<file path="config.mk">
export PLATFORM = sky130hd
export DESIGN_NAME = pyrxlnctrl_pack_flat
export DESIGN_NICKNAME = d
export VERILOG_FILES = /design/src/rtl/pyrxlnctrl_pack_pkg.sv /design/src/rtl/pyrxlnctrl_pack_if.sv /design/src/rtl/pyrxlnctrl_pack.sv /design/src/flat_wrapper.sv
export SDC_FILE = /design/constraint.sdc
export NUM_CORES = 1
export LEC_CHECK = 0
export ABC_AREA = 1
export CORE_MARGIN = 2
export CORE_UTILIZATION = 58
export DETAILED_ROUTE_END_ITERATION = 7
export GPL_TIMING_DRIVEN = 0
export PLACE_DENSITY = 0.79
export SLEW_MARGIN = 0
export SYNTH_ARGS = -nofsm -noshare
export SYNTH_HDL_FRONTEND = slang
export SYNTH_SLANG_ARGS = --single-unit
</file>
<file path="constraint.sdc">
create_clock -name clk_6M -period 4.7 [get_ports clk_6M]
set_clock_uncertainty 0.05 [all_clocks]
set_input_delay 1.41 -clock clk_6M [delete_from_list [all_inputs] [get_ports clk_6M]]
set_output_delay 1.41 -clock clk_6M [all_outputs]
set_load 0.02 [all_outputs]
</file>
<file path="src/rtl/pyrxlnctrl_pack_pkg.sv">
// Shared types and constants for the rx payload packer.
package pyrx_pkg;

    localparam int WORD_W = 32;
    localparam int ADDR_W = 8;
    localparam int LEN_W  = 10;
    localparam int CNT_W  = 13;

    typedef enum logic [1:0] {
        IDLE,
        COLLECT,
        FLUSH,
        DONE
    } state_e;

    // Round a bit count up to whole bytes.
    function automatic logic [LEN_W-1:0] bytes_from_bits(
        input logic [CNT_W-1:0] b
    );
        return b[12:3] + {{(LEN_W-1){1'b0}}, |b[2:0]};
    endfunction

endpackage

</file>
<file path="src/rtl/pyrxlnctrl_pack_if.sv">
// Word-write bus into the rx ACL/SCO payload buffers.
interface pyrxlnctrl_pack_if
    import pyrx_pkg::*;
();

    logic [ADDR_W-1:0] rxlnctrl_addr;
    logic [WORD_W-1:0] rxlnctrl_din;
    logic              rxlnctrl_we;

    modport master (
        output rxlnctrl_addr,
        output rxlnctrl_din,
        output rxlnctrl_we
    );

    modport slave (
        input rxlnctrl_addr,
        input rxlnctrl_din,
        input rxlnctrl_we
    );

endinterface

</file>
<file path="src/rtl/pyrxlnctrl_pack.sv">
// Serial-to-parallel packer: LSB-first payload bits into 32-bit buffer words,
// with a flush of the partial tail word and a per-packet status report.
module pyrxlnctrl_pack
    import pyrx_pkg::*;
(
    input  logic                clk_6M,
    input  logic                rst,
    input  logic                dec_py_period,
    input  logic                dec_pybit,
    input  logic                dec_pybit_valid,
    input  logic [LEN_W-1:0]    dec_pylenByte,
    input  logic                py_endp,
    pyrxlnctrl_pack_if.master   buf_wr,
    output logic [LEN_W-1:0]    rxpy_bytecnt,
    output logic                rxpy_done_p,
    output logic                rxpy_trunc,
    output logic                rxpy_overrun
);

    state_e              state_q;
    logic [CNT_W-1:0]    bitcnt_q;
    logic [CNT_W-1:0]    len_bits_q;
    logic [WORD_W-1:0]   shadow_q;
    logic                prev_q;
    logic                we_q;
    logic [ADDR_W-1:0]   addr_q;
    logic [WORD_W-1:0]   din_q;
    logic [LEN_W-1:0]    bytecnt_q;
    logic                done_q;
    logic                trunc_q;
    logic                overrun_q;

    logic                rise;
    logic                fall;
    logic                accept;
    logic                full;
    logic [CNT_W-1:0]    bitcnt_d;
    logic [WORD_W-1:0]   word_d;

    always_comb begin
        rise     = dec_py_period & ~prev_q;
        fall     = ~dec_py_period & prev_q;
        accept   = dec_pybit_valid & (bitcnt_q < len_bits_q);
        full     = accept & (bitcnt_q[4:0] == 5'd31);
        bitcnt_d = bitcnt_q + {{(CNT_W-1){1'b0}}, accept};
        word_d   = shadow_q;
        if (accept) begin
            word_d[bitcnt_q[4:0]] = dec_pybit;
        end
    end

    always_ff @(posedge clk_6M) begin
        if (rst) begin
            state_q    <= IDLE;
            bitcnt_q   <= '0;
            len_bits_q <= '0;
            shadow_q   <= '0;
            prev_q     <= 1'b0;
            we_q       <= 1'b0;
            addr_q     <= '0;
            din_q      <= '0;
            bytecnt_q  <= '0;
            done_q     <= 1'b0;
            trunc_q    <= 1'b0;
            overrun_q  <= 1'b0;
        end else begin
            prev_q <= dec_py_period;
            we_q   <= 1'b0;
            done_q <= 1'b0;
            unique case (state_q)
                IDLE: begin
                    if (rise) begin
                        state_q    <= COLLECT;
                        len_bits_q <= {dec_pylenByte, 3'b000};
                        bitcnt_q   <= '0;
                        shadow_q   <= '0;
                        trunc_q    <= 1'b0;
                        overrun_q  <= 1'b0;
                        bytecnt_q  <= '0;
                    end
                end
                COLLECT: begin
                    if (accept) begin
                        bitcnt_q <= bitcnt_d;
                        shadow_q <= full ? '0 : word_d;
                    end
                    if (full) begin
                        we_q   <= 1'b1;
                        addr_q <= bitcnt_q[12:5];
                        din_q  <= word_d;
                    end
                    // Length reached takes priority: no truncation possible.
                    if (bitcnt_q == len_bits_q) begin
                        state_q <= FLUSH;
                        if (dec_pybit_valid) begin
                            overrun_q <= 1'b1;
                        end
                    end else if (py_endp | fall) begin
                        state_q <= FLUSH;
                        trunc_q <= bitcnt_d < len_bits_q;
                    end
                end
                FLUSH: begin
                    if (bitcnt_q[4:0] != 5'd0) begin
                        we_q   <= 1'b1;
                        addr_q <= bitcnt_q[12:5];
                        din_q  <= shadow_q;
                    end
                    done_q    <= 1'b1;
                    bytecnt_q <= bytes_from_bits(bitcnt_q);
                    state_q   <= DONE;
                end
                DONE: begin
                    state_q <= IDLE;
                end
            endcase
        end
    end

    assign buf_wr.rxlnctrl_we   = we_q;
    assign buf_wr.rxlnctrl_addr = addr_q;
    assign buf_wr.rxlnctrl_din  = din_q;
    assign rxpy_bytecnt         = bytecnt_q;
    assign rxpy_done_p          = done_q;
    assign rxpy_trunc           = trunc_q;
    assign rxpy_overrun         = overrun_q;

endmodule

</file>
<file path="src/flat_wrapper.sv">
// flat-port wrapper written by rule: the top's interface ports become plain ports
module pyrxlnctrl_pack_flat import pyrx_pkg::*;
  (clk_6M, rst, dec_py_period, dec_pybit, dec_pybit_valid, dec_pylenByte, py_endp, rxpy_bytecnt, rxpy_done_p, rxpy_trunc, rxpy_overrun, buf_wr_rxlnctrl_addr, buf_wr_rxlnctrl_din, buf_wr_rxlnctrl_we);
  pyrxlnctrl_pack_if buf_wr_i ();
  input  logic clk_6M;
  input  logic rst;
  input  logic dec_py_period;
  input  logic dec_pybit;
  input  logic dec_pybit_valid;
  input  logic [LEN_W-1:0] dec_pylenByte;
  input  logic py_endp;
  output logic [LEN_W-1:0] rxpy_bytecnt;
  output logic rxpy_done_p;
  output logic rxpy_trunc;
  output logic rxpy_overrun;
  output wire logic [$bits(buf_wr_i.rxlnctrl_addr)-1:0] buf_wr_rxlnctrl_addr;
  output wire logic [$bits(buf_wr_i.rxlnctrl_din)-1:0] buf_wr_rxlnctrl_din;
  output wire logic [$bits(buf_wr_i.rxlnctrl_we)-1:0] buf_wr_rxlnctrl_we;
  assign buf_wr_rxlnctrl_addr = buf_wr_i.rxlnctrl_addr;
  assign buf_wr_rxlnctrl_din = buf_wr_i.rxlnctrl_din;
  assign buf_wr_rxlnctrl_we = buf_wr_i.rxlnctrl_we;
  pyrxlnctrl_pack u_core (.clk_6M(clk_6M), .rst(rst), .dec_py_period(dec_py_period), .dec_pybit(dec_pybit), .dec_pybit_valid(dec_pybit_valid), .dec_pylenByte(dec_pylenByte), .py_endp(py_endp), .buf_wr(buf_wr_i), .rxpy_bytecnt(rxpy_bytecnt), .rxpy_done_p(rxpy_done_p), .rxpy_trunc(rxpy_trunc), .rxpy_overrun(rxpy_overrun));
endmodule
</file>
==> impl_results.md, run 1 <==
- Status: finished, final reports clean
- Pwr dens: 502 mW/mm²
- CTS Buf Count: 9
- Height of the die: roughly 110 µm
- Iter 0 DRT Violations: 640
- CP Class: in -> reg
- Hold_sp: u_core.buf_wr.rxlnctrl_addr[1]$_SDFFE_PP0P_
- First-pass GRT wire length: a little over 30 mm
- Post-synthesis cell area: around 0.0067 mm²
- Number of synthesized register bits: ~110
- Worst Hold End: u_core.buf_wr.rxlnctrl_addr[1]$_SDFFE_PP0P_
- Area growth from synthesis to layout: 17.8%
- Pre-Repair DR Iteration Count: 5
- CP Max Fanout: 10
- Clock period minus worst slack: 4.43 ns
- Final worst-path setup slack: roughly 0.27 ns
- WHS Path Cells: 2
- Full die area: 0.0124 mm²
- Clock sinks: 112
- Clk root buf: clkbuf_16
- Initial Util: 58.9%
- Row Count: 39
- Register-to-Register Setup Slack: approximately 0.97 ns
- Syn avg cell area: 6.06 µm²
- Via count: ~6,900
- RR Startpoint: u_core.bitcnt_q[12]$_SDFFE_PP0P_
- CP Data Required Time: 4.95 ns
- Slew Viols, Final: 0
- Fmax: 226 MHz
- Startpoint types: primary input
- Tot Pwr: roughly 0.0039 W
- Sequential-to-total area share from yosys stat: 33.6%
- Ant diodes: 0
- Leakage: 3.53 nW
- Clock Pin Slew Worst Setup and Hold Paths: 0.07 ns
- Drt total wl: 17.8 mm
- Pin count of the biggest net entering global routing: 17
- Final layout net count: 1,223
- Post-synthesis cell count: 1,100
- Core footprint: 0.0113 mm²
- Max Cap Viol: 0
- Final hold vios: 0
- Layout fillers: 1,062
- Relative slew margins: 47.4%
- GPL Wtd Cong: 0.975
- RSZ-0062 raised after global routing: false
- CTS max path bufs: 2
- Antenna violations before repair: 0
- Worst Path Arrival: 4.68 ns
- Warnings, synthesis: 0
- Vias in the first global route: 6,268
- Setup crit end kind: flop
- Unique masters post-synth: 35
- Wire per inst: 13.4 µm
- All-Layer GR Usage: 29.9%
- CTS tree: done
- # IOs: 70
- Layout cell share with drive strength beyond 1: 5.74%
- Worst hold-check path type: reg -> reg
- Total congestion overflow: 0
- Worst reg2reg path depth: 22
- PortBufs: 69
- Worst-margin pin slew: 0.785 ns
- Placement Setup Slack: -0.445 ns
- DPL Wire Length: 12.7 mm
- Final Setup Violations: 0
- Final period util: a little over nine tenths
- Synthesized Nets: roughly 1,100
- Setup TNS Final: 0 ns
- Worst skew pair latency: 0.36 ns
- Htree depth: 3
- DR vias/cell: 5.17
- Antenna-violating nets left: 0
- # DRC: 0
- Worst R2R End: u_core.rxpy_trunc$_SDFFE_PP0P_
- Worst vdd ir: 0.494 mV
- Die X: 111 µm
==> power breakdown <==
part           total [W]  switching [W]  internal [W]  leakage (nW)
clock           0.000814       0.000348      0.000465         0.143
sequential       0.00113      0.0000521       0.00108         0.911
combinational    0.00200        0.00131      0.000685          2.47
==> how the worst max path moves through the flow <==
stage                               start                        endpoint  slack, ns
final                     dec_pybit_valid  u_core.rxpy_trunc$_SDFFE_PP0P_       0.27
after global routing      dec_pybit_valid  u_core.rxpy_trunc$_SDFFE_PP0P_       0.06
after CTS                 dec_pybit_valid  u_core.rxpy_trunc$_SDFFE_PP0P_       0.15
after detailed placement  dec_pybit_valid  u_core.rxpy_trunc$_SDFFE_PP0P_      -0.44
after global placement    dec_pybit_valid  u_core.rxpy_trunc$_SDFFE_PP0P_      -0.42
after floorplan           dec_pybit_valid  u_core.rxpy_trunc$_SDFFE_PP0P_       0.73
==> state kept, by name, summed over array words and instances (netlist names) <==
register and flops:
u_core.buf_wr.rxlnctrl_din 32, u_core.shadow_q 32, u_core.bitcnt_q 13, u_core.len_bits_q 10, u_core.rxpy_bytecnt 10, u_core.buf_wr.rxlnctrl_addr 8, u_core.state_q 2, u_core.buf_wr.rxlnctrl_we 1
u_core.prev_q 1, u_core.rxpy_done_p 1, u_core.rxpy_overrun 1, u_core.rxpy_trunc 1
==> layout make-up <==
cell class / count / area (µm²) / share of cell area (%)
Inverter: 116 / 435 / 5.54
Multi-Input combinational cell: 816 / 3710 / 47.2
Buffer: 56 / 289 / 3.68
Clock inverter: 3 / 67.6 / 0.860
Clock buffer: 12 / 236 / 3.01
Tap cell: 143 / 179 / 2.28
Sequential cell: 112 / 2240 / 28.5
Timing Repair Buffer: 70 / 698 / 8.89
==> cell usage in the layout (no fill, tap or decap), types with 11 or more instances in the layout <==
| cell | count |
|---|---|
| o21ai_0 | 53 |
| dfxtp_1 | 112 |
| ha_1 | 26 |
| xor2_1 | 11 |
| nor2_1 | 255 |
| inv_1 | 110 |
| nand2_1 | 322 |
| clkbuf_1 | 25 |
| clkdlybuf4s50_1 | 69 |
| nand3_1 | 53 |
| a21oi_1 | 52 |
| buf_2 | 21 |
==> Yosys cell counts (all sizes together) <==
library cell,instances,share of area (%)
o31ai,7,0.79
dfxtp,112,34
inv,115,6.5
o21a,1,0.11
a21oi,53,4.0
nand3b,2,0.23
o21ai,54,4.1
clkbuf,22,1.2
a21boi,2,0.34
or2,1,0.094
clkinv,1,0.056
ha,26,4.9
nand3,53,4.0
a211oi,2,0.23
a31oi,2,0.19
nor2,261,15
xor2,11,1.4
o22ai,1,0.094
buf,34,3.1
nand4,6,0.66
nor3,3,0.23
a32oi,1,0.13
xnor2,1,0.13
nand2,329,19
==> routing by layer <==
metal / vias to the layer above / part of all wire (%) / routed length, µm / global-route usage (%)
li1: 3545 / - / - / -
met5: - / 0 / 0 / 0
met3: 24 / 8.8 / 1560 / 8.04
met2: 269 / 43 / 7690 / 46.1
met4: 0 / 1.6 / 286 / 9.05
met1: 3032 / 46 / 8260 / 41.2
==> worst max-delay path, cell delays in order <==
cell,delay [ns]
clkdlybuf4s50_1,0.50
nand3b_1,0.11
nor2_2,0.18
nand2_1,0.11
nor2_4,0.14
buf_4,0.20
ha_1,0.19
ha_1,0.16
nand2_1,0.07
nor2_2,0.17
nand2_1,0.13
nor2_1,0.14
xor2_1,0.24
ha_1,0.29
nand2_1,0.06
inv_1,0.03
o21ai_0,0.18
nand2_1,0.08
nor2_1,0.12
a21oi_1,0.09
nor2_1,0.08
==> stage by stage <==
| step | util (%) | std cells | hold slack [ns] | cell area [µm²] |
|---|---|---|---|---|
| after floorplan | - | 1100 | 0.385 | 6670 |
| after detailed placement | 66.6 | 1312 | 0.404 | 7530 |
| final | 69.4 | 1328 | 0.414 | 7850 |
| after global routing | 69.4 | 1328 | 0.435 | 7850 |
| after global placement | 66.6 | 1312 | 0.403 | 7530 |
| after CTS | 69.3 | 1328 | 0.416 | 7850 |
==> cell families after synthesis <==
kind of cell / count (synthesis) / synth area share [%]
and+or+nand+nor: 655 / 39.0
buffers and inverters: 172 / 10.8
AOI/OAI and AO/OA: 123 / 10.0
DFF: 112 / 33.6
adders and majority gates: 26 / 4.88
xor gates and xnor gates: 12 / 1.58
==> timing repair <==
item,in CTS,in global routing
setup buffers,1,0
hold buffers,0,0
endpoints found under the setup margin,1,1
pin swaps,1,0
gates resized for setup,1,2
(Power assumes the default switching activity.)
==> run 2: changes to the inputs <==
GPL_TIMING_DRIVEN = default   (was 0)
clock period = 4.3 ns   (was 4.7 ns; I/O delays follow)
==> run 2 against run 1 <==
- worst hold slack about the same
- worst setup slack improved by 0.11 ns
- final area decreased by 1.4%
- die area unchanged
- core utilization decreased by 0.94 points
==> impl_results.md, run 2 (synthesis gave the netlist of run 1 again) <==
- Height of the die: 111 µm (unchanged)
- Final hold vios: 0 (unchanged)
- Area growth from synthesis to layout: 16.2% (was 17.8%)
- Pwr dens: 550 mW/mm² (was 502 mW/mm²)
- Wire per inst: 12.4 µm (was 13.4 µm)
- First-pass GRT wire length: 27.2 mm (was 30.3 mm)
- CP Max Fanout: 3 (was 10)
- Max Cap Viol: 0 (unchanged)
- Commonest non-fill, non-tap cell in the layout: nand2_1 (unchanged)
- Setup crit end: u_core.rxpy_trunc$_SDFFE_PP0P_ (unchanged)
- Clock period minus worst slack: between 3 and 4 ns
- Final layout net count: 1,181 (was 1,223)
- Setup crit end kind: flop (unchanged)
- Full die area: 0.0124 mm² (unchanged)
- Post-CTS setup buffer count: 0 (was 1)
- Most frequent cells in the layout: nand2_1, nor2_1, dfxtp_1, inv_1, clkdlybuf4s50_1 (unchanged)
- Final Setup Violations: 0 (unchanged)
- Worst hold-check path type: reg -> reg (unchanged)
- Initial Util: 58.9% (unchanged)
- # DRC: 0 (unchanged)
- GPL Wtd Cong: 0.878 (was 0.975)
- Pre-Repair DR Iteration Count: 5 (unchanged)
- Via count: 6,577 (was 6,870)
- Final worst-path setup slack: 0.376 ns (was 0.268 ns)
- Clock sinks: 112 (unchanged)
- Row Count: 39 (unchanged)
- PortBufs: 69 (unchanged)
- Pin count of the biggest net entering global routing: 67 (was 17)
- RR Startpoint: u_core.bitcnt_q[5]$_SDFFE_PP0P_ (was u_core.bitcnt_q[12]$_SDFFE_PP0P_)
- # IOs: 70 (unchanged)
- Layout cell share with drive strength beyond 1: 4.81% (was 5.74%)
- Relative slew margins: 52.1% (was 47.4%)
- DPL Wire Length: 10.7 mm (was 12.7 mm)
- Htree depth: 3 (unchanged)
- Core footprint: 0.0113 mm² (unchanged)
- Storage element area: 0.00224 mm² (unchanged)
- Vias in the first global route: 5,775 (was 6,268)
- Fmax: 255 MHz
- Antenna violations before repair: 0 (unchanged)
- CTS Hold Bufs: 0 (unchanged)
- Clk root buf: clkbuf_16 (unchanged)
- CTS tree: done (unchanged)
- Status: finished, final reports clean (unchanged)
- CTS max path bufs: 2 (unchanged)
- Iter 0 DRT Violations: 467 (was 640)
- Worst vdd ir: 0.569 mV (was 0.494 mV)
- Startpoint types: primary input (unchanged)
- Setup TNS Final: 0 ns (unchanged)
- Quantity of gates resized following cts: 0 (was 1)
- Register-to-Register Setup Slack: 0.93 ns (was 0.97 ns)
- Clock Pin Slew Worst Setup and Hold Paths: 0.07 ns (about the same)
- Placement Setup Slack: 0.0197 ns (was -0.445 ns)
- CTS Buf Count: 9 (unchanged)
- Total congestion overflow: 0 (unchanged)
- All-Layer GR Usage: 26.4% (was 29.9%)
- DR vias/cell: 5.11 (was 5.17)
- Drt total wl: 16.0 mm (was 17.8 mm)
- RSZ-0062 raised after global routing: false (unchanged)
- Layout fillers: 1,054 (was 1,062)
- Worst R2R End: u_core.rxpy_trunc$_SDFFE_PP0P_ (unchanged)
- Worst-margin pin slew: 0.719 ns (was 0.785 ns)
- CP Data Required Time: 4.55 ns (was 4.95 ns)
- Ant diodes: 0 (unchanged)
- Antenna-violating nets left: 0 (unchanged)
- Final period util: 91.3%
- CP Class: in -> reg (unchanged)
- Die X: 111 µm (unchanged)
- Multi-input gate area: 0.00370 mm² (was 0.00371 mm²)
- Worst reg2reg path depth: 19 (was 22)
- Worst Path Arrival: 4.17 ns (was 4.68 ns)
- Worst setup path startpoint: dec_pybit_valid (unchanged)
- Slew Viols, Final: 0 (unchanged)
- Worst skew pair latency: 0.35 ns (was 0.36 ns)
- Leakage: 3.47 nW (was 3.53 nW)
-- run 2: worst max-delay path, stage by stage --
cell	delay, ns
clkdlybuf4s50_1	0.48
nand3b_1	0.08
nor2_1	0.18
nand2_1	0.11
nor2_4	0.12
ha_1	0.18
ha_1	0.16
nand2_1	0.07
nor2_1	0.18
nand2_1	0.13
nor2_1	0.14
xor2_1	0.22
ha_1	0.28
a211oi_1	0.24
nand2_1	0.08
nor2_1	0.10
a21oi_1	0.07
nor2_1	0.07
-- run 2: cell type report --
cell class	count	share of cell area, %
clock buffers	10	3.08
multi-input cells	816	47.8
repair buffers	84	10.5
inverters	116	5.62
flip-flops and latches	112	28.9
clock inverters	6	1.78
well taps	143	2.31
-- run 2: per-layer routing --
| metal | vias to the layer above | GRT usage [%] | share of wire, % |
|---|---|---|---|
| li1 | 3466 | - | - |
| met1 | 2901 | 37.7 | 50 |
| met2 | 187 | 40.5 | 43 |
| met3 | 23 | 4.37 | 5.6 |
| met4 | 0 | 9.05 | 1.7 |
| met5 | - | 0 | 0 |
-- run 2: metrics by stage --
step	power, W	cells	hold WS [ns]	util (%)	instance area [µm²]
after floorplan	0.00276	1100	0.385	-	6670
after global placement	0.00321	1271	0.398	65.1	7370
after detailed placement	0.00323	1271	0.396	65.1	7370
after CTS	0.00428	1287	0.409	68.4	7750
after global routing	0.00460	1287	0.434	68.4	7750
final	0.00426	1287	0.413	68.4	7750
-- run 2: worst min path at each step --
stage / from / cells after the start / end
floorplan: u_core.shadow_q[31]$_SDFFE_PP0P_ / 2 / u_core.shadow_q[31]$_SDFFE_PP0P_
global route: u_core.shadow_q[31]$_SDFFE_PP0P_ / 2 / u_core.shadow_q[31]$_SDFFE_PP0P_
detailed placement: u_core.shadow_q[31]$_SDFFE_PP0P_ / 2 / u_core.shadow_q[31]$_SDFFE_PP0P_
CTS: u_core.shadow_q[31]$_SDFFE_PP0P_ / 2 / u_core.shadow_q[31]$_SDFFE_PP0P_
global placement: u_core.shadow_q[31]$_SDFFE_PP0P_ / 2 / u_core.shadow_q[31]$_SDFFE_PP0P_
finish: u_core.shadow_q[31]$_SDFFE_PP0P_ / 2 / u_core.shadow_q[31]$_SDFFE_PP0P_
-- run 2: report_power, final --
group          internal [W]  switching, W
sequential          0.00118     0.0000592
clock              0.000649      0.000394
combinational      0.000661       0.00132
total               0.00249       0.00178
==> run 3: changes to the inputs <==
RECOVER_POWER = 100   (was default)
==> run 3 against run 2 <==
- core utilization decreased by 0.22 points
- sequential cell count unchanged
- register-to-register slack worse by 0.02 ns
- critical path depth fell by 6
- sequential share of layout area up 0.094 points
- final cell count did not move
- clock power hardly changed
- final area shrank 0.32%
- maximum frequency down 0.44%
- via count is 0.21% lower
- sequential power about the same
==> impl_results.md, run 3 (synthesis gave the netlist of run 1 again) <==
- # DRC: 0 (unchanged)
- Clock period minus worst slack: 3.94 ns (was 3.92 ns)
- Wire per inst: 12.4 µm (about the same)
- Worst setup path startpoint: dec_pybit_valid (unchanged)
- Fmax: 254 MHz (was 255 MHz)
- DPL Wire Length: 10.7 mm (unchanged)
- Startpoint types: primary input (unchanged)
- Leakage: 3.62 nW (was 3.47 nW)
- Setup crit end kind: flop (unchanged)
- Clock sinks: 112 (unchanged)
- Post-CTS setup buffer count: 0 (unchanged)
- Final non-filler cell total: 1,287 (unchanged)
- CP Class: in -> reg (unchanged)
- Row Count: 39 (unchanged)
- All-Layer GR Usage: 26.4% (unchanged)
- Total congestion overflow: 0 (unchanged)
- DR vias/cell: 5.10 (was 5.11)
- Htree depth: 3 (unchanged)
- CTS max path bufs: 2 (unchanged)
- RR Startpoint: u_core.bitcnt_q[10]$_SDFFE_PP0P_ (was u_core.bitcnt_q[5]$_SDFFE_PP0P_)
- Via count: 6,563 (was 6,577)
- Worst-path cell chain: clkdlybuf4s50_1 -> nand3b_1 -> nor2_1 -> nand2_1 -> nor2_4 -> clkbuf_2 -> nand2_1 -> nand2_1 -> buf_12 -> nor2_1 -> nor2_1 -> nor2_1 (was clkdlybuf4s50_1 -> nand3b_1 -> nor2_1 -> nand2_1 -> nor2_4 -> ha_1 -> ha_1 -> nand2_1 -> nor2_1 -> nand2_1 -> nor2_1 -> xor2_1 -> ha_1 -> a211oi_1 -> nand2_1 -> nor2_1 -> a21oi_1 -> nor2_1)
- Ant diodes: 0 (unchanged)
- Core footprint: 0.0113 mm² (unchanged)
- Setup TNS Final: 0 ns (unchanged)
- CTS Hold Bufs: 0 (unchanged)
- Pre-Repair DR Iteration Count: 5 (unchanged)
- Relative slew margins: 7.25% (was 52.1%)
- Die X: 111 µm (unchanged)
- CP max stage cell: clkbuf_2 (was clkdlybuf4s50_1)
- Worst vdd ir: 0.515 mV (was 0.569 mV)
- Dpl cells: 1,271 (unchanged)
- Quantity of gates resized following cts: 0 (unchanged)
- RSZ-0062 raised after global routing: false (unchanged)
- Iter 0 DRT Violations: 460 (was 467)
- Worst-margin pin slew: 1.39 ns (was 0.719 ns)
- Worst reg2reg path depth: 13 (was 19)
- Cell repeated most along the worst path: nor2_1 (unchanged)
- Vias in the first global route: 5,775 (unchanged)
- Clk root buf: clkbuf_16 (unchanged)
- Final Core Density: 68.2% (was 68.4%)
- Tot Pwr: 0.00422 W (was 0.00426 W)
- CTS tree: done (unchanged)
- Initial Util: 58.9% (unchanged)
- Final hold vios: 0 (unchanged)
- Height of the die: 111 µm (unchanged)
- Layout cell share with drive strength beyond 1: 4.28% (was 4.81%)
- Final worst-path setup slack: 0.359 ns (was 0.376 ns)
- Antenna-violating nets left: 0 (unchanged)
- Status: finished, final reports clean (unchanged)
- CP Data Required Time: 4.45 ns (was 4.55 ns)
- Final period util: 91.7% (was 91.3%)
- PortBufs: 69 (unchanged)
- Setup crit end: u_core.shadow_q[17]$_SDFFE_PP0P_ (was u_core.rxpy_trunc$_SDFFE_PP0P_)
- Final layout net count: 1,181 (unchanged)
- Register-to-Register Setup Slack: 0.91 ns (was 0.93 ns)
- Final Setup Violations: 0 (unchanged)
- Pwr dens: 546 mW/mm² (was 550 mW/mm²)
- Max Cap Viol: 0 (unchanged)
- Worst R2R End: u_core.shadow_q[17]$_SDFFE_PP0P_ (was u_core.rxpy_trunc$_SDFFE_PP0P_)
- Worst hold-check path type: reg -> reg (unchanged)
- Antenna violations before repair: 0 (unchanged)
- Pin count of the biggest net entering global routing: 67 (unchanged)
- First-pass GRT wire length: 27.2 mm (unchanged)
- Max incr delay on CP: 0.61 ns (was 0.48 ns)
- GPL Wtd Cong: 0.878 (unchanged)
- CP Max Fanout: 35 (was 3)
- Commonest non-fill, non-tap cell in the layout: nand2_1 (unchanged)
- # IOs: 70 (unchanged)
- Placement Setup Slack: 0.0197 ns (unchanged)
- Worst skew pair latency: 0.36 ns (was 0.35 ns)
- Clock Pin Slew Worst Setup and Hold Paths: 0.07 ns (about the same)
- Slew Viols, Final: 0 (unchanged)
- Most frequent cells in the layout: nand2_1, nor2_1, dfxtp_1, inv_1, dlygate4sd3_1 (was nand2_1, nor2_1, dfxtp_1, inv_1, clkdlybuf4s50_1)
- Drt total wl: 15.9 mm (was 16.0 mm)
- Area growth from synthesis to layout: 15.9% (was 16.2%)
- CTS Buf Count: 9 (unchanged)
- Full die area: 0.0124 mm² (unchanged)
- Layout fillers: 1,062 (was 1,054)
- Worst Path Arrival: 4.09 ns (was 4.17 ns)
## run 3: changes by cell type in the layout (fill, tap and decap cells not counted), sizes merged
cell	previous run	this run
clkdlybuf4s50	68	13
dlygate4sd3	0	55
buf	16	11
clkbuf	10	15
## run 3: per-stage QoR
stage	hold slack [ns]	area, µm²
floorplan	0.385	6670
global placement	0.398	7370
detailed placement	0.396	7370
CTS	0.409	7750
global route	0.434	7720
finish	0.410	7720
## run 3: final cells by class
class	instances	area [µm²]	share of cell area (%)
clock buffer	10	239	3.09
inverter	116	435	5.64
tap	143	179	2.32
sequential	112	2240	29.0
multi-input combinational	816	3690	47.8
timing repair buffer	84	801	10.4
clock inverter	6	138	1.78
## run 3: report_power, final
group          internal (W)  leakage, nW  switching (W)
Clock              0.000649        0.184       0.000394
Sequential          0.00118        0.911      0.0000550
Combinational      0.000629         2.53        0.00131
Total               0.00245         3.62        0.00176
## run 3: layer usage
| metal | vias to the layer above | track usage, % | routed length [µm] |
|---|---|---|---|
| li1 | 3472 | - | - |
| met1 | 2885 | 37.7 | 7840 |
| met2 | 185 | 40.5 | 6850 |
| met3 | 21 | 4.37 | 970 |
| met4 | 0 | 9.05 | 250 |
| met5 | - | 0 | 0 |
## run 3: critical path, delay by kind of cell
kind / cells / cell delay, ns
buffers and inverters: 3 / 1.33
AND/OR/NAND/NOR: 9 / 1.46
## run 3: how the worst min path moves through the flow
stage,start,end,slack [ns],depth (start not counted)
floorplan,u_core.shadow_q[31]$_SDFFE_PP0P_,u_core.shadow_q[31]$_SDFFE_PP0P_,0.38,2
global placement,u_core.shadow_q[31]$_SDFFE_PP0P_,u_core.shadow_q[31]$_SDFFE_PP0P_,0.40,2
detailed placement,u_core.shadow_q[31]$_SDFFE_PP0P_,u_core.shadow_q[31]$_SDFFE_PP0P_,0.40,2
CTS,u_core.shadow_q[31]$_SDFFE_PP0P_,u_core.shadow_q[31]$_SDFFE_PP0P_,0.41,2
global route,u_core.shadow_q[31]$_SDFFE_PP0P_,u_core.shadow_q[31]$_SDFFE_PP0P_,0.43,2
finish,u_core.shadow_q[31]$_SDFFE_PP0P_,u_core.shadow_q[31]$_SDFFE_PP0P_,0.41,2
==> variant: new RTL, flow settings as in run 1 <==
Put one more register stage on the output `rxpy_bytecnt`. The value now appears one clock later. The other outputs are not delayed to match.
--- a/src/rtl/pyrxlnctrl_pack.sv
+++ b/src/rtl/pyrxlnctrl_pack.sv
@@ -122,3 +122,5 @@
     assign buf_wr.rxlnctrl_din  = din_q;
-    assign rxpy_bytecnt         = bytecnt_q;
+    always_ff @(posedge clk_6M) begin
+        rxpy_bytecnt <= bytecnt_q;
+    end
     assign rxpy_done_p          = done_q;
Behaviour: not the same (a bounded check fails within 4 cycles, from zero or initial values and one cycle with rst high).
==> variant against run 1 <==
Area after synthesis rose by 12%. Synthesized cell count rose by 13%. Total power rose by 17%. Worst setup slack got worse by 0.093 ns. First-iteration DRC count rose by 43%. Maximum frequency fell by 2.0%. Wire length rose by 20%. Global-route usage rose by 1.5 points. Critical path type unchanged. Sequential cell count rose by 10. Design area rose by 15%. Worst hold slack got worse by 0.11 ns.
==> variant: results (changes against run 1) <==
metric,value,unit,change
grt_pass1_wl,35.1,mm,was 30.3 mm
reg2reg_slack,0.72,ns,was 0.97 ns
critPathArrivalTime,4.83,ns,was 4.68 ns
r2r-start,u_core.bitcnt_q[8],,was u_core.bitcnt_q[12]
synth_fa_ha_area_share,4.35,%,was 4.88%
p_seq,0.00121,W,was 0.00113 W
yosysWarnings,0,,unchanged
rr_worst_depth,23,,was 22
clock_path_buffers,2,,unchanged
ys_seq_area_share,32.7,%,was 33.6%
clkSinkCount,122,,was 112
synth_fp_nets,1286,,was 1142
route.detailed.wl_per_inst,14.1,um,was 13.4 um
hpwl,14.7,mm,was 12.7 mm
critPathMaxStageDelay,0.53,ns,was 0.50 ns
nNetsFinal,1378,,was 1223
p_clk_share,29.6,%,was 20.6%
synth_compound_area_share,9.39,%,was 10.0%
antenna_found_initial,0,,unchanged
synthXorXnorAreaFrac,1.29,%,was 1.58%
first_pass_iters,6,,was 5
area_growth,21.3,%,was 17.8%
drtIter0Drc,918,,was 640
grt_usage,31.4,%,was 29.9%
power.leakage,4.29,nW,was 3.53 nW
cts.htree.levels,4,,was 3
yosys.cell_types.count,33,,was 35
synth.area.top_cells,"dfxtp_1 (33%), nand2_1 (23%), nand3_1 (8.0%), inv_1 (7.2%), nor2_1 (6.5%)",,"was dfxtp_1 (34%), nand2_1 (18%), nor2_1 (14%), inv_1 (6.2%), ha_1 (4.9%)"
slew_headroom,44.3,%,was 47.4%
drive_above_1_share,7.20,%,was 5.74%
grt_pass1_vias,7187,,was 6268
layout.filler_cells,1169,,was 1062
p_int,0.00273,W,was 0.00223 W
status,finished clean,,unchanged
placedInstanceArea,8380,um2,was 7530 um2
ys_top_cells_by_count,"nand2_1 (456), inv_1 (144), nor2_1 (129), dfxtp_1 (122), nand3_1 (120)",,"was nand2_1 (322), nor2_1 (257), dfxtp_1 (112), inv_1 (110)"
gp_congestion,0.923,,was 0.975
ir_drop,0.439,mV,was 0.494 mV
vias,8003,,was 6870
dominantRegCellSynth,dfxtp_1,,unchanged
clk_latency,0.43,ns,was 0.36 ns
cts_buffers,17,,was 9
## variant: cell count changes after synthesis, sizes merged, moves of 10 or more
cell	delta
nand2	+129
a21oi	+31
dfxtp	+10
nand3	+68
o21ai	-10
inv	+34
nor2	-122
## variant: final cells by class
type / count / share of cell area, %
clock inverter: 9 / 1.53
sequential: 122 / 26.9
timing repair buffer: 73 / 7.95
tap: 172 / 2.37
buffer: 66 / 3.89
clock buffer: 22 / 5.23
inverter: 152 / 6.29
multi-input combinational: 904 / 45.8
## variant: through the flow
step / hold WS (ns) / cells / TNS [ns] / total power, W / setup slack (ns)
after CTS: 0.299 / 1516 / 0 / 0.00456 / 0.00195
final: 0.299 / 1520 / 0 / 0.00460 / 0.176
after global routing: 0.305 / 1520 / -0.0111 / 0.00490 / -0.0111
after global placement: 0.285 / 1485 / -0.470 / 0.00316 / -0.470
after floorplan: 0.281 / 1244 / 0 / 0.00261 / 0.607
after detailed placement: 0.286 / 1485 / -0.545 / 0.00320 / -0.545
## variant: repair_timing
item                       4_1_cts  5_1_grt
buffers inserted                 0        4
resized for setup                2        9
hold buffers                     0        0
setup endpoints to repair        1        1
pin swaps                        0        4
## variant: critical path: cells and delay by family
family	cells	cell delay, ns
XOR/XNOR	1	0.21
adder cells (fa/ha/maj)	2	0.44
AO/OA/AOI/OAI	2	0.19
buffers and inverters	4	0.91
AND/OR/NAND/NOR	13	1.68
## variant: kinds of logic after synthesis
| family | count (synthesis) |
|---|---|
| flops | 122 |
| buf+inv | 218 |
| fa+ha+maj | 26 |
| simple gates | 731 |
| xor+xnor | 11 |
| compound gates | 136 |
## variant: worst min-delay path by stage
stage | start | endpoint | slack [ns] | cells past startpoint
after floorplan | u_core.bytecnt_q[2] | u_core.rxpy_bytecnt[2] | 0.28 | 0
after global placement | u_core.bytecnt_q[8] | u_core.rxpy_bytecnt[8] | 0.29 | 0
after detailed placement | u_core.bytecnt_q[9] | u_core.rxpy_bytecnt[9] | 0.29 | 0
after CTS | u_core.bytecnt_q[0] | u_core.rxpy_bytecnt[0] | 0.30 | 0
after global routing | u_core.bytecnt_q[9] | u_core.rxpy_bytecnt[9] | 0.30 | 0
final | u_core.bytecnt_q[0] | u_core.rxpy_bytecnt[0] | 0.30 | 0
## variant: layer usage
| layer | vias up | track usage [%] | share of wire (%) |
|---|---|---|---|
| li1 | 4040 | - | - |
| met2 | 387 | 48.5 | 44 |
| met5 | - | 0 | 0 |
| met3 | 54 | 7.17 | 11 |
| met1 | 3522 | 42.4 | 43 |
| met4 | 0 | 13.0 | 2.8 |
